$ cat src/rtl/elevator_display_formatter_pkg.sv
// Shared glyph codes, glyph indices, FSM and direction encodings for the
// elevator display formatter. Glyphs are 7-bit {g,f,e,d,c,b,a}, active-low.
package elev_disp_pkg;

  localparam logic [6:0] CH_0     = 7'b1000000;
  localparam logic [6:0] CH_1     = 7'b1111001;
  localparam logic [6:0] CH_2     = 7'b0100100;
  localparam logic [6:0] CH_3     = 7'b0110000;
  localparam logic [6:0] CH_4     = 7'b0011001;
  localparam logic [6:0] CH_5     = 7'b0010010;
  localparam logic [6:0] CH_6     = 7'b0000010;
  localparam logic [6:0] CH_7     = 7'b1111000;
  localparam logic [6:0] CH_F     = 7'b0001110;
  localparam logic [6:0] CH_O     = 7'b1000000;
  localparam logic [6:0] CH_P     = 7'b0001100;
  localparam logic [6:0] CH_C     = 7'b1000110;
  localparam logic [6:0] CH_L     = 7'b1000111;
  localparam logic [6:0] CH_UP    = 7'b1111110;
  localparam logic [6:0] CH_DN    = 7'b1110111;
  localparam logic [6:0] CH_IDLE  = 7'b0111111;
  localparam logic [6:0] CH_BLANK = 7'b1111111;

  // 'O' shares the glyph of digit 0, which frees a slot so 16 glyphs fit in 4 bits.
  typedef enum logic [3:0] {
    CI_0     = 4'd0,
    CI_1     = 4'd1,
    CI_2     = 4'd2,
    CI_3     = 4'd3,
    CI_4     = 4'd4,
    CI_5     = 4'd5,
    CI_6     = 4'd6,
    CI_7     = 4'd7,
    CI_F     = 4'd8,
    CI_P     = 4'd9,
    CI_C     = 4'd10,
    CI_L     = 4'd11,
    CI_UP    = 4'd12,
    CI_DN    = 4'd13,
    CI_IDLE  = 4'd14,
    CI_BLANK = 4'd15
  } char_idx_e;

  localparam char_idx_e CI_O = CI_0;

  typedef enum logic [1:0] {
    ST_IDLE   = 2'd0,
    ST_MOVE   = 2'd1,
    ST_ARRIVE = 2'd2
  } state_e;

  localparam logic [1:0] DIR_IDLE = 2'b00;
  localparam logic [1:0] DIR_UP   = 2'b01;
  localparam logic [1:0] DIR_DN   = 2'b10;

endpackage

$ cat src/rtl/elevator_display_formatter_if.sv
// Elevator status inputs and per-digit active-low segment outputs.
// master drives status and observes segments; slave is the formatter.
interface elev_disp_if;
  logic [2:0] floor;
  logic [1:0] dir;
  logic       moving;
  logic       door_open;
  logic       req_pending;
  logic [7:0] seg_a;
  logic [7:0] seg_b;
  logic [7:0] seg_c;
  logic [7:0] seg_d;
  logic [7:0] seg_e;
  logic [7:0] seg_f;
  logic [7:0] seg_g;
  logic [7:0] seg_p;

  modport master (
    output floor, dir, moving, door_open, req_pending,
    input  seg_a, seg_b, seg_c, seg_d, seg_e, seg_f, seg_g, seg_p
  );

  modport slave (
    input  floor, dir, moving, door_open, req_pending,
    output seg_a, seg_b, seg_c, seg_d, seg_e, seg_f, seg_g, seg_p
  );
endinterface

$ cat src/rtl/elevator_display_formatter_seg_char_rom.sv
// Combinational glyph ROM: 4-bit glyph index to 7-bit active-low segment code.
module seg_char_rom
  import elev_disp_pkg::*;
(
  input  char_idx_e  idx,
  output logic [6:0] code
);

  always_comb begin
    code = CH_BLANK;
    case (idx)
      CI_0:    code = CH_0;
      CI_1:    code = CH_1;
      CI_2:    code = CH_2;
      CI_3:    code = CH_3;
      CI_4:    code = CH_4;
      CI_5:    code = CH_5;
      CI_6:    code = CH_6;
      CI_7:    code = CH_7;
      CI_F:    code = CH_F;
      CI_P:    code = CH_P;
      CI_C:    code = CH_C;
      CI_L:    code = CH_L;
      CI_UP:   code = CH_UP;
      CI_DN:   code = CH_DN;
      CI_IDLE: code = CH_IDLE;
      default: code = CH_BLANK;
    endcase
  end

endmodule

$ cat src/rtl/elevator_display_formatter.sv
// Elevator status to 8-digit seven-segment formatter with blinking arrow and arrival flash.
// Outputs registered: 1 cycle from inputs, 2 cycles from a state-changing input; no backpressure.
module elevator_display_formatter #(
  parameter int BLINK_DIV     = 25000000,
  parameter int FLASH_TOGGLES = 6
) (
  input logic        clk,
  input logic        reset,
  elev_disp_if.slave bus
);
  import elev_disp_pkg::*;

  localparam int             PW        = $clog2(BLINK_DIV);
  localparam logic [PW-1:0]  PRESC_TOP = PW'(BLINK_DIV - 1);
  localparam logic [3:0]     FLASH_N   = 4'(FLASH_TOGGLES);

  state_e          state_q, state_d;
  logic [PW-1:0]   presc_q, presc_d;
  logic [3:0]      flash_q, flash_d;
  logic            blink_q, blink_d;
  logic            tick;

  char_idx_e       idx_d6, idx_d4, idx_d1, idx_d0;
  logic [6:0]      code_d6, code_d4, code_d1, code_d0;
  logic [7:0][6:0] digit_code;
  logic [6:0][7:0] seg_q, seg_d;
  logic [7:0]      p_q, p_d;

  assign tick = (presc_q == PRESC_TOP);

  always_comb begin
    state_d = state_q;
    flash_d = flash_q;
    case (state_q)
      ST_IDLE: begin
        if (bus.moving) state_d = ST_MOVE;
      end
      ST_MOVE: begin
        if (!bus.moving) begin
          state_d = ST_ARRIVE;
          flash_d = FLASH_N;
        end
      end
      ST_ARRIVE: begin
        // Motion resuming overrides the final flash tick.
        if (bus.moving) begin
          state_d = ST_MOVE;
        end else if (tick) begin
          if (flash_q == 4'd1) state_d = ST_IDLE;
          else                 flash_d = flash_q - 4'd1;
        end
      end
      default: state_d = ST_IDLE;
    endcase

    presc_d = tick ? '0 : presc_q + 1'b1;
    blink_d = tick ? ~blink_q : blink_q;
    // Each effect starts visible with a full half-period.
    if (state_d != state_q) begin
      presc_d = '0;
      blink_d = 1'b1;
    end
  end

  always_comb begin
    idx_d6 = char_idx_e'({1'b0, bus.floor});
    case (bus.dir)
      DIR_UP:   idx_d4 = CI_UP;
      DIR_DN:   idx_d4 = CI_DN;
      DIR_IDLE: idx_d4 = CI_IDLE;
      default:  idx_d4 = CI_IDLE;
    endcase
    idx_d1 = bus.door_open ? CI_O : CI_C;
    idx_d0 = bus.door_open ? CI_P : CI_L;
    if (!blink_q && state_q == ST_MOVE)   idx_d4 = CI_BLANK;
    if (!blink_q && state_q == ST_ARRIVE) idx_d6 = CI_BLANK;
  end

  seg_char_rom u_rom_d6 (.idx(idx_d6), .code(code_d6));
  seg_char_rom u_rom_d4 (.idx(idx_d4), .code(code_d4));
  seg_char_rom u_rom_d1 (.idx(idx_d1), .code(code_d1));
  seg_char_rom u_rom_d0 (.idx(idx_d0), .code(code_d0));

  always_comb begin
    digit_code[7] = CH_F;
    digit_code[6] = code_d6;
    digit_code[5] = CH_BLANK;
    digit_code[4] = code_d4;
    digit_code[3] = CH_BLANK;
    digit_code[2] = CH_BLANK;
    digit_code[1] = code_d1;
    digit_code[0] = code_d0;

    // Transpose digit-major glyphs into segment-major buses.
    seg_d = '1;
    for (int s = 0; s < 7; s++) begin
      for (int i = 0; i < 8; i++) begin
        seg_d[s][i] = digit_code[i][s];
      end
    end
    p_d    = 8'hFF;
    p_d[0] = ~bus.req_pending;
  end

  always_ff @(posedge clk) begin
    if (reset) begin
      state_q <= ST_IDLE;
      presc_q <= '0;
      flash_q <= '0;
      blink_q <= 1'b1;
      seg_q   <= '1;
      p_q     <= '1;
    end else begin
      state_q <= state_d;
      presc_q <= presc_d;
      flash_q <= flash_d;
      blink_q <= blink_d;
      seg_q   <= seg_d;
      p_q     <= p_d;
    end
  end

  assign bus.seg_a = seg_q[0];
  assign bus.seg_b = seg_q[1];
  assign bus.seg_c = seg_q[2];
  assign bus.seg_d = seg_q[3];
  assign bus.seg_e = seg_q[4];
  assign bus.seg_f = seg_q[5];
  assign bus.seg_g = seg_q[6];
  assign bus.seg_p = p_q;

endmodule

$ cat src/flat_wrapper.sv
// flat-port wrapper written by rule: the top's interface ports become plain ports
module elevator_display_formatter_flat import elev_disp_pkg::*;
#(
  parameter int BLINK_DIV     = 25000000,
  parameter int FLASH_TOGGLES = 6
)
  (clk, reset, bus_floor, bus_dir, bus_moving, bus_door_open, bus_req_pending, bus_seg_a, bus_seg_b, bus_seg_c, bus_seg_d, bus_seg_e, bus_seg_f, bus_seg_g, bus_seg_p);
  elev_disp_if bus_i ();
  input logic clk;
  input logic reset;
  input wire logic [$bits(bus_i.floor)-1:0] bus_floor;
  input wire logic [$bits(bus_i.dir)-1:0] bus_dir;
  input wire logic [$bits(bus_i.moving)-1:0] bus_moving;
  input wire logic [$bits(bus_i.door_open)-1:0] bus_door_open;
  input wire logic [$bits(bus_i.req_pending)-1:0] bus_req_pending;
  output wire logic [$bits(bus_i.seg_a)-1:0] bus_seg_a;
  output wire logic [$bits(bus_i.seg_b)-1:0] bus_seg_b;
  output wire logic [$bits(bus_i.seg_c)-1:0] bus_seg_c;
  output wire logic [$bits(bus_i.seg_d)-1:0] bus_seg_d;
  output wire logic [$bits(bus_i.seg_e)-1:0] bus_seg_e;
  output wire logic [$bits(bus_i.seg_f)-1:0] bus_seg_f;
  output wire logic [$bits(bus_i.seg_g)-1:0] bus_seg_g;
  output wire logic [$bits(bus_i.seg_p)-1:0] bus_seg_p;
  assign bus_i.floor = bus_floor;
  assign bus_i.dir = bus_dir;
  assign bus_i.moving = bus_moving;
  assign bus_i.door_open = bus_door_open;
  assign bus_i.req_pending = bus_req_pending;
  assign bus_seg_a = bus_i.seg_a;
  assign bus_seg_b = bus_i.seg_b;
  assign bus_seg_c = bus_i.seg_c;
  assign bus_seg_d = bus_i.seg_d;
  assign bus_seg_e = bus_i.seg_e;
  assign bus_seg_f = bus_i.seg_f;
  assign bus_seg_g = bus_i.seg_g;
  assign bus_seg_p = bus_i.seg_p;
  elevator_display_formatter #(.BLINK_DIV(BLINK_DIV), .FLASH_TOGGLES(FLASH_TOGGLES)) u_core (.clk(clk), .reset(reset), .bus(bus_i));
endmodule
$ cat config.mk
export PLATFORM = sky130hd
export DESIGN_NAME = elevator_display_formatter_flat
export DESIGN_NICKNAME = d
export VERILOG_FILES = /design/src/rtl/elevator_display_formatter_pkg.sv /design/src/rtl/elevator_display_formatter_if.sv /design/src/rtl/elevator_display_formatter_seg_char_rom.sv /design/src/rtl/elevator_display_formatter.sv /design/src/flat_wrapper.sv
export SDC_FILE = /design/constraint.sdc
export NUM_CORES = 1
export LEC_CHECK = 0
export CAP_MARGIN = 15
export CORE_MARGIN = 1
export CORE_UTILIZATION = 25
export CTS_CLUSTER_SIZE = 16
export DETAILED_ROUTE_END_ITERATION = 10
export MAX_ROUTING_LAYER = met4
export SLEW_MARGIN = 15
export SYNTH_ARGS = -nofsm -noshare
export SYNTH_HDL_FRONTEND = slang
export SYNTH_HIERARCHICAL = 1
export SYNTH_SLANG_ARGS = --single-unit
$ cat constraint.sdc
create_clock -name clk -period 4.3 [get_ports clk]
set_input_delay 0.86 -clock clk [delete_from_list [all_inputs] [get_ports clk]]
set_output_delay 0.86 -clock clk [all_outputs]
set_load 0.02 [all_outputs]
; ---- Yosys cells after proc, flatten, opt, wreduce, memory -nomap -nowiden
; Memories as Yosys holds them, arrays and structs flattened.
; Index checks and enable logic that the tools add are counted.
[totals]
out_inout_bits = 64
ff_bits = 96
mem_bits_ro = 448
in_bits = 10
word_cells = 64
memories = 4
[mem_list]
columns = memory, depth, width, read_ports, rd_clocked_by_memory_dff, wr, line_no
row1 = (no name shown), 16, 7, 1, 0, 0, elevator_display_formatter_seg_char_rom.sv:11  ; case (idx)
row2 = (no name shown), 16, 7, 1, 0, 0, elevator_display_formatter_seg_char_rom.sv:11
row3 = (no name shown), 16, 7, 1, 0, 0, elevator_display_formatter_seg_char_rom.sv:11
row4 = (no name shown), 16, 7, 1, 0, 0, elevator_display_formatter_seg_char_rom.sv:11
[op_classes]
reduce_logical = 8
n_bitwise = 2
n_eq_ne = 11
addsub = 2
mux = 17
[op_table]
columns = operator, count
row1 = 56-bit two-way mux, 1
row2 = 25-bit by 1-bit adder with 25-bit output (second input constant), 1
row3 = 25-bit == test (second input constant), 1
row4 = 4-bit two-way mux, 6
row5 = 2-bit two-way mux, 7
row6 = 4-bit one-hot mux with 2 select lines, 1
row7 = 2-bit != test (second input constant), 3
row8 = 2-bit one-hot mux with 3 select lines, 1
row9 = 5-bit AND reduction, 1
row10 = 2-bit by 1-bit == test with 1-bit output (second input constant), 2
row11 = 2-bit == test (second input constant), 2
row12 = 4-bit by 1-bit == test with 1-bit output (second input constant), 1
row13 = 2-bit one-hot mux with 2 select lines, 1
row14 = 4-bit by 1-bit subtractor with 4-bit output (second input constant), 1
row15 = 3-bit OR reduction, 1
row16 = 1-bit logical AND, 2
row17 = 2-bit logical NOT, 1
row18 = 2-bit by 1-bit != test with 1-bit output (second input constant), 1
row19 = 2-bit != test, 1
row20 = 1-bit inverter, 2
row21 = 2-bit nonzero test, 1
row22 = 2-bit OR reduction, 1
row23 = 1-bit logical NOT, 1

; ---- Longest topological paths before layout
[depth]
word_depth = 7
depth_mapped = 9
mapped_depth_nobuf = 9

; ---- Modules after synthesis
; The synthesis kept the hierarchy.
[by_module_without_submodules]
columns = module, area_per_inst_um2, cells_per_inst, n_inst, seq_area_each_um2
row1 = elevator_display_formatter, 2670.1, 282, 1, 1241.2
row2 = seg_char_rom (u_core.u_rom_d1 ...), 227.7, 30, 3, 0.0
row3 = seg_char_rom (u_core.u_rom_d0), 225.2, 30, 1, 0.0

; ---- Worst setup path after synthesis
; Ideal clock, no wire load.
[synth_path]
path_type = input-to-reg
startpoint = input bus_dir[0]
endpoint = register u_core.seg_q, in the netlist u_core/bus.seg_a[4]
t_required_ps = 4177
setup_ps = 123
stages = 8
arrival_ps = 2389
setup_slack_ps = 1788
n_path_buf = 0
cell_sequence = inv_1 > ha_1 > o21bai_1 > inv_1 > ha_1 > inv_1 > mux4_2 > or2_2
[synth_via]
elab_chain_cells = 4
elab_cells_between_ends = 5
cone_classes = 2 x eq/ne / 2 x mux / 1 x memory
[synth_rtl]
columns = item, line_no
row1 = "start, declared", flat_wrapper.sv:12  ; input wire logic [$bits(bus_i.dir)-1:0] bus_dir;
row2 = 2-bit == test or 2-bit by 1-bit == test with 1-bit output (tied branches), elevator_display_formatter.sv:67  ; case (bus.dir)
row3 = 2-bit one-hot mux with 2 select lines *, elevator_display_formatter.sv:67
row4 = 2-bit two-way mux *, elevator_display_formatter.sv:75  ; if (!blink_q && state_q == ST_MOVE) idx_d4 = CI_BLANK;
row5 = named net u_core.idx_d4[1], elevator_display_formatter.sv:23  ; char_idx_e idx_d6, idx_d4, idx_d1, idx_d0;
row6 = memory 16 x 7 bit *, n/a
row7 = named net u_core.code_d4[0], elevator_display_formatter.sv:24  ; logic [6:0] code_d6, code_d4, code_d1, code_d0;
row8 = "end signal, assigned", elevator_display_formatter.sv:118  ; seg_q <= seg_d;
row9 = "end, declared", elevator_display_formatter.sv:26  ; logic [6:0][7:0] seg_q, seg_d;
; Mark *: on every way through the listed nets, which the timed path passes. The rest lies on a longest branch.
; A chain may end at the register's enable or synchronous reset.

; ---- Worst setup path after layout
; Ends and elaborated chain as after synthesis.

==> reports/results.ini <==
[global_routing]
grt_pass1_vias=2513
antenna_found_initial=0
overflow=0
grt_first_pass_wirelength_um=11600
track_usage=0.105
grt_max_degree=37

[power_and_ir_drop]
p_clk_frac=0.463
p_comb_frac=0.145
pwr_density_cell_nw_per_um2=355
vdd_drop_max_mv=0.136
intPower_uw=1160
seqPwrFrac=0.392
switching_power_uw=393
leakagePower_uw=0.00177
netSwitchingFraction=0.253

[synth]
postSynthCellCount=402
synthMuxAreaShare=0.0395
ys.flop_type=dfxtp_1
synth_compound_area_frac=0.0958
netlist_area_um2=3580
ys_top_cells_by_area=dfxtp_1, ha_1, buf_4, or2_2, xor2_1
yosys.area_share.adder=0.0979
synth-async-reset-ratio=0
ys_seq_elements=62
synth_edf_count=0
synth-simple-area-share=0.223
synthDistinctLibCells=47
synth.top_cell.area_share=0.347
synth_seq_area_share=0.347
ys_warn_count=6
synth_area_leader_cell=dfxtp_1
postSynthAreaPerCell_um2=8.90
synth_xor_xnor_area_share=0.0661
synth_top_family_by_area=simple AND/OR/NAND/NOR gates

[timing]
slew_violations=0
period_needed_ns=2.76
fmax_mhz=362
rsz0062_at_grt=false
min_period_over_period=0.642
worst_slew_pin_slew_ns=0.832
finalSetupViolations=0
maxSlewHeadroom=0.444
hold_viol_final=0
fin_worst_skew_ns=0.00617
setup_tns_ns=0

[clock_tree]
cts_resized=0
cts_hold_buf=0
clk_latency_ns=0.33
cts_tree=built
clk_pin_slew_ns=0.06
clock-sinks=62
post_cts_buffers=0
cts_buffers=9
htree_levels=3
cts_root_buf=clkbuf_16
clk_path_buf_depth=2

[layout]
postLayoutCoreUtil=0.314
finalNetCount=495
n_fill_cell=1455
multi_input_area_um2=2060
largest_reg_flops=25
num_antenna_cells=0
drive_gt1_frac=0.147
area_delta_synth_final_pct=22.3
regArea_um2=1240
top_register=u_core/presc_q

[job]
maxCapViolCount=0

[place]
io_buffers=42
hpwl_um=4970
gp_congestion=0.781

[die]
rows=43
core-area_um2=13900
die_h_um=122
start_util=0.257
pin_count=74
die_area_um2=14800
die_w_um=122

[hold_path]
min_path_type=reg -> reg

[setup_path]
arrival_ns=2.98
cpMaxStageDelayCell=clkdlybuf4s50_1
critical_path_required_ns=4.51
crit_path_frequent_cell=inv_1
worstSetupStartpointType=input pin
cp-end-kind=flop
worstSetupPathType=in -> reg
path_cells=clkdlybuf4s50_1 > inv_1 > ha_1 > o21bai_1 > inv_1 > ha_1 > inv_1 > mux4_2 > or2_2
crit_path_max_incr_delay_ns=0.45
crit_fanout=5
r2r_slack_ns=1.96

[drt]
ant_nets=0
drtIter0Drc=103
drc=0
avgViaCountPerCell=4.18
dr.pass1.iters=4
post_drt_wl_per_cell_um=10.7
drt_wl_total_um=6850
vias=2683

[status]
status=completed

cell type report:
class / instances / share of cell area
repair buffers: 44 / 0.0995
clock buffers: 14 / 0.0672
well taps: 180 / 0.0515
inverters: 26 / 0.0257
flip-flops and latches: 62 / 0.284
multi-input cells: 314 / 0.470
clock inverters: 2 / 0.00286
cells in the mapped netlist, drive strengths merged, types with 4 or more instances:
master  instances
nor4b           4
o31ai           6
nand3          13
nand2          18
o21ai          31
or2            32
nand4          10
mux2i           4
nor2           36
mux4            4
nor3            4
a31oi           4
buf            42
xnor2           8
dfxtp          62
a21oi           8
inv            26
and3            6
clkbuf          6
xor2           19
ha             28
routing by layer:
| layer | track usage | routed length, µm |
|---|---|---|
| met1 | 0.121 | 3160 |
| met2 | 0.162 | 3210 |
| met3 | 0.0318 | 340 |
| met4 | 0.0579 | 139 |
| met5 | - | 0 |
path summary, 6_finish.rpt:
kind | start | to | cells after the start
min reg2reg | u_core/presc_q[0]$_SDFF_PP0_ | u_core/presc_q[0]$_SDFF_PP0_ | 1
max reg2reg | u_core/state_q[0]$_SDFF_PP0_ | u_core/bus.seg_a[6]$_SDFF_PP1_ | 9
max | bus_dir[0] | u_core/bus.seg_a[4]$_SDFF_PP1_ | 9
min | u_core/presc_q[0]$_SDFF_PP0_ | u_core/presc_q[0]$_SDFF_PP0_ | 1
layout by cell type, fill, tap and decap left out, types with 3 or more instances in the layout:
cell type and count:
a21oi_1 8, a31oi_1 4, and3_2 4, clkbuf_16 9, clkbuf_8 5, clkdlybuf4s50_1 42
conb_1 50, dfxtp_1 62, ha_1 28, inv_1 23, inv_6 3, mux2i_1 4
mux4_2 4, nand2_1 18, nand2b_1 3, nand3_1 13, nand4_1 10, nor2_1 36
nor3_1 4, o211ai_1 3, o21ai_0 19, o21ai_1 12, o21bai_1 3, o31ai_1 6
or2_2 32, xnor2_1 8, xor2_1 19
through the flow:
stage	setup slack (ns)	instance area (µm²)	std cells	hold slack, ns	power, µW
floorplan	1.79	3760	450	0.430	798
global placement	1.27	4070	626	0.447	839
detailed placement	1.20	4070	626	0.461	842
CTS	1.56	4380	642	0.474	1580
global route	1.48	4380	642	0.491	1630
finish	1.54	4380	642	0.469	1550
critical path: cells and delay by family:
| family | cells | cell delay, ns |
|---|---|---|
| compound gates | 1 | 0.25 |
| fa+ha+maj | 2 | 0.47 |
| buf+inv | 4 | 0.70 |
| mux | 1 | 0.43 |
| simple gates | 1 | 0.27 |
cells by family (layout without fill, tap and decap cells):
family                   Yosys count  in the layout
AO/OA/AOI/OAI                     59             59
XOR/XNOR                          27             27
adder cells (fa/ha/maj)           28             28
buffers and inverters             74             86
flip-flops                        62             62
multiplexers                       9              9
other                              2             50
AND/OR/NAND/NOR                  141            141
power groups by stage:
stage          Sequential [µW]  Combinational [µW]  Clock, µW
4_1_cts                    610                 223        744
3_3_place_gp               622                 218          0
3_5_place_dp               621                 222          0
6_report                   609                 226        719
2_1_floorplan              647                 151          0
5_1_grt                    612                 249        767
(Power assumes the default switching activity.)
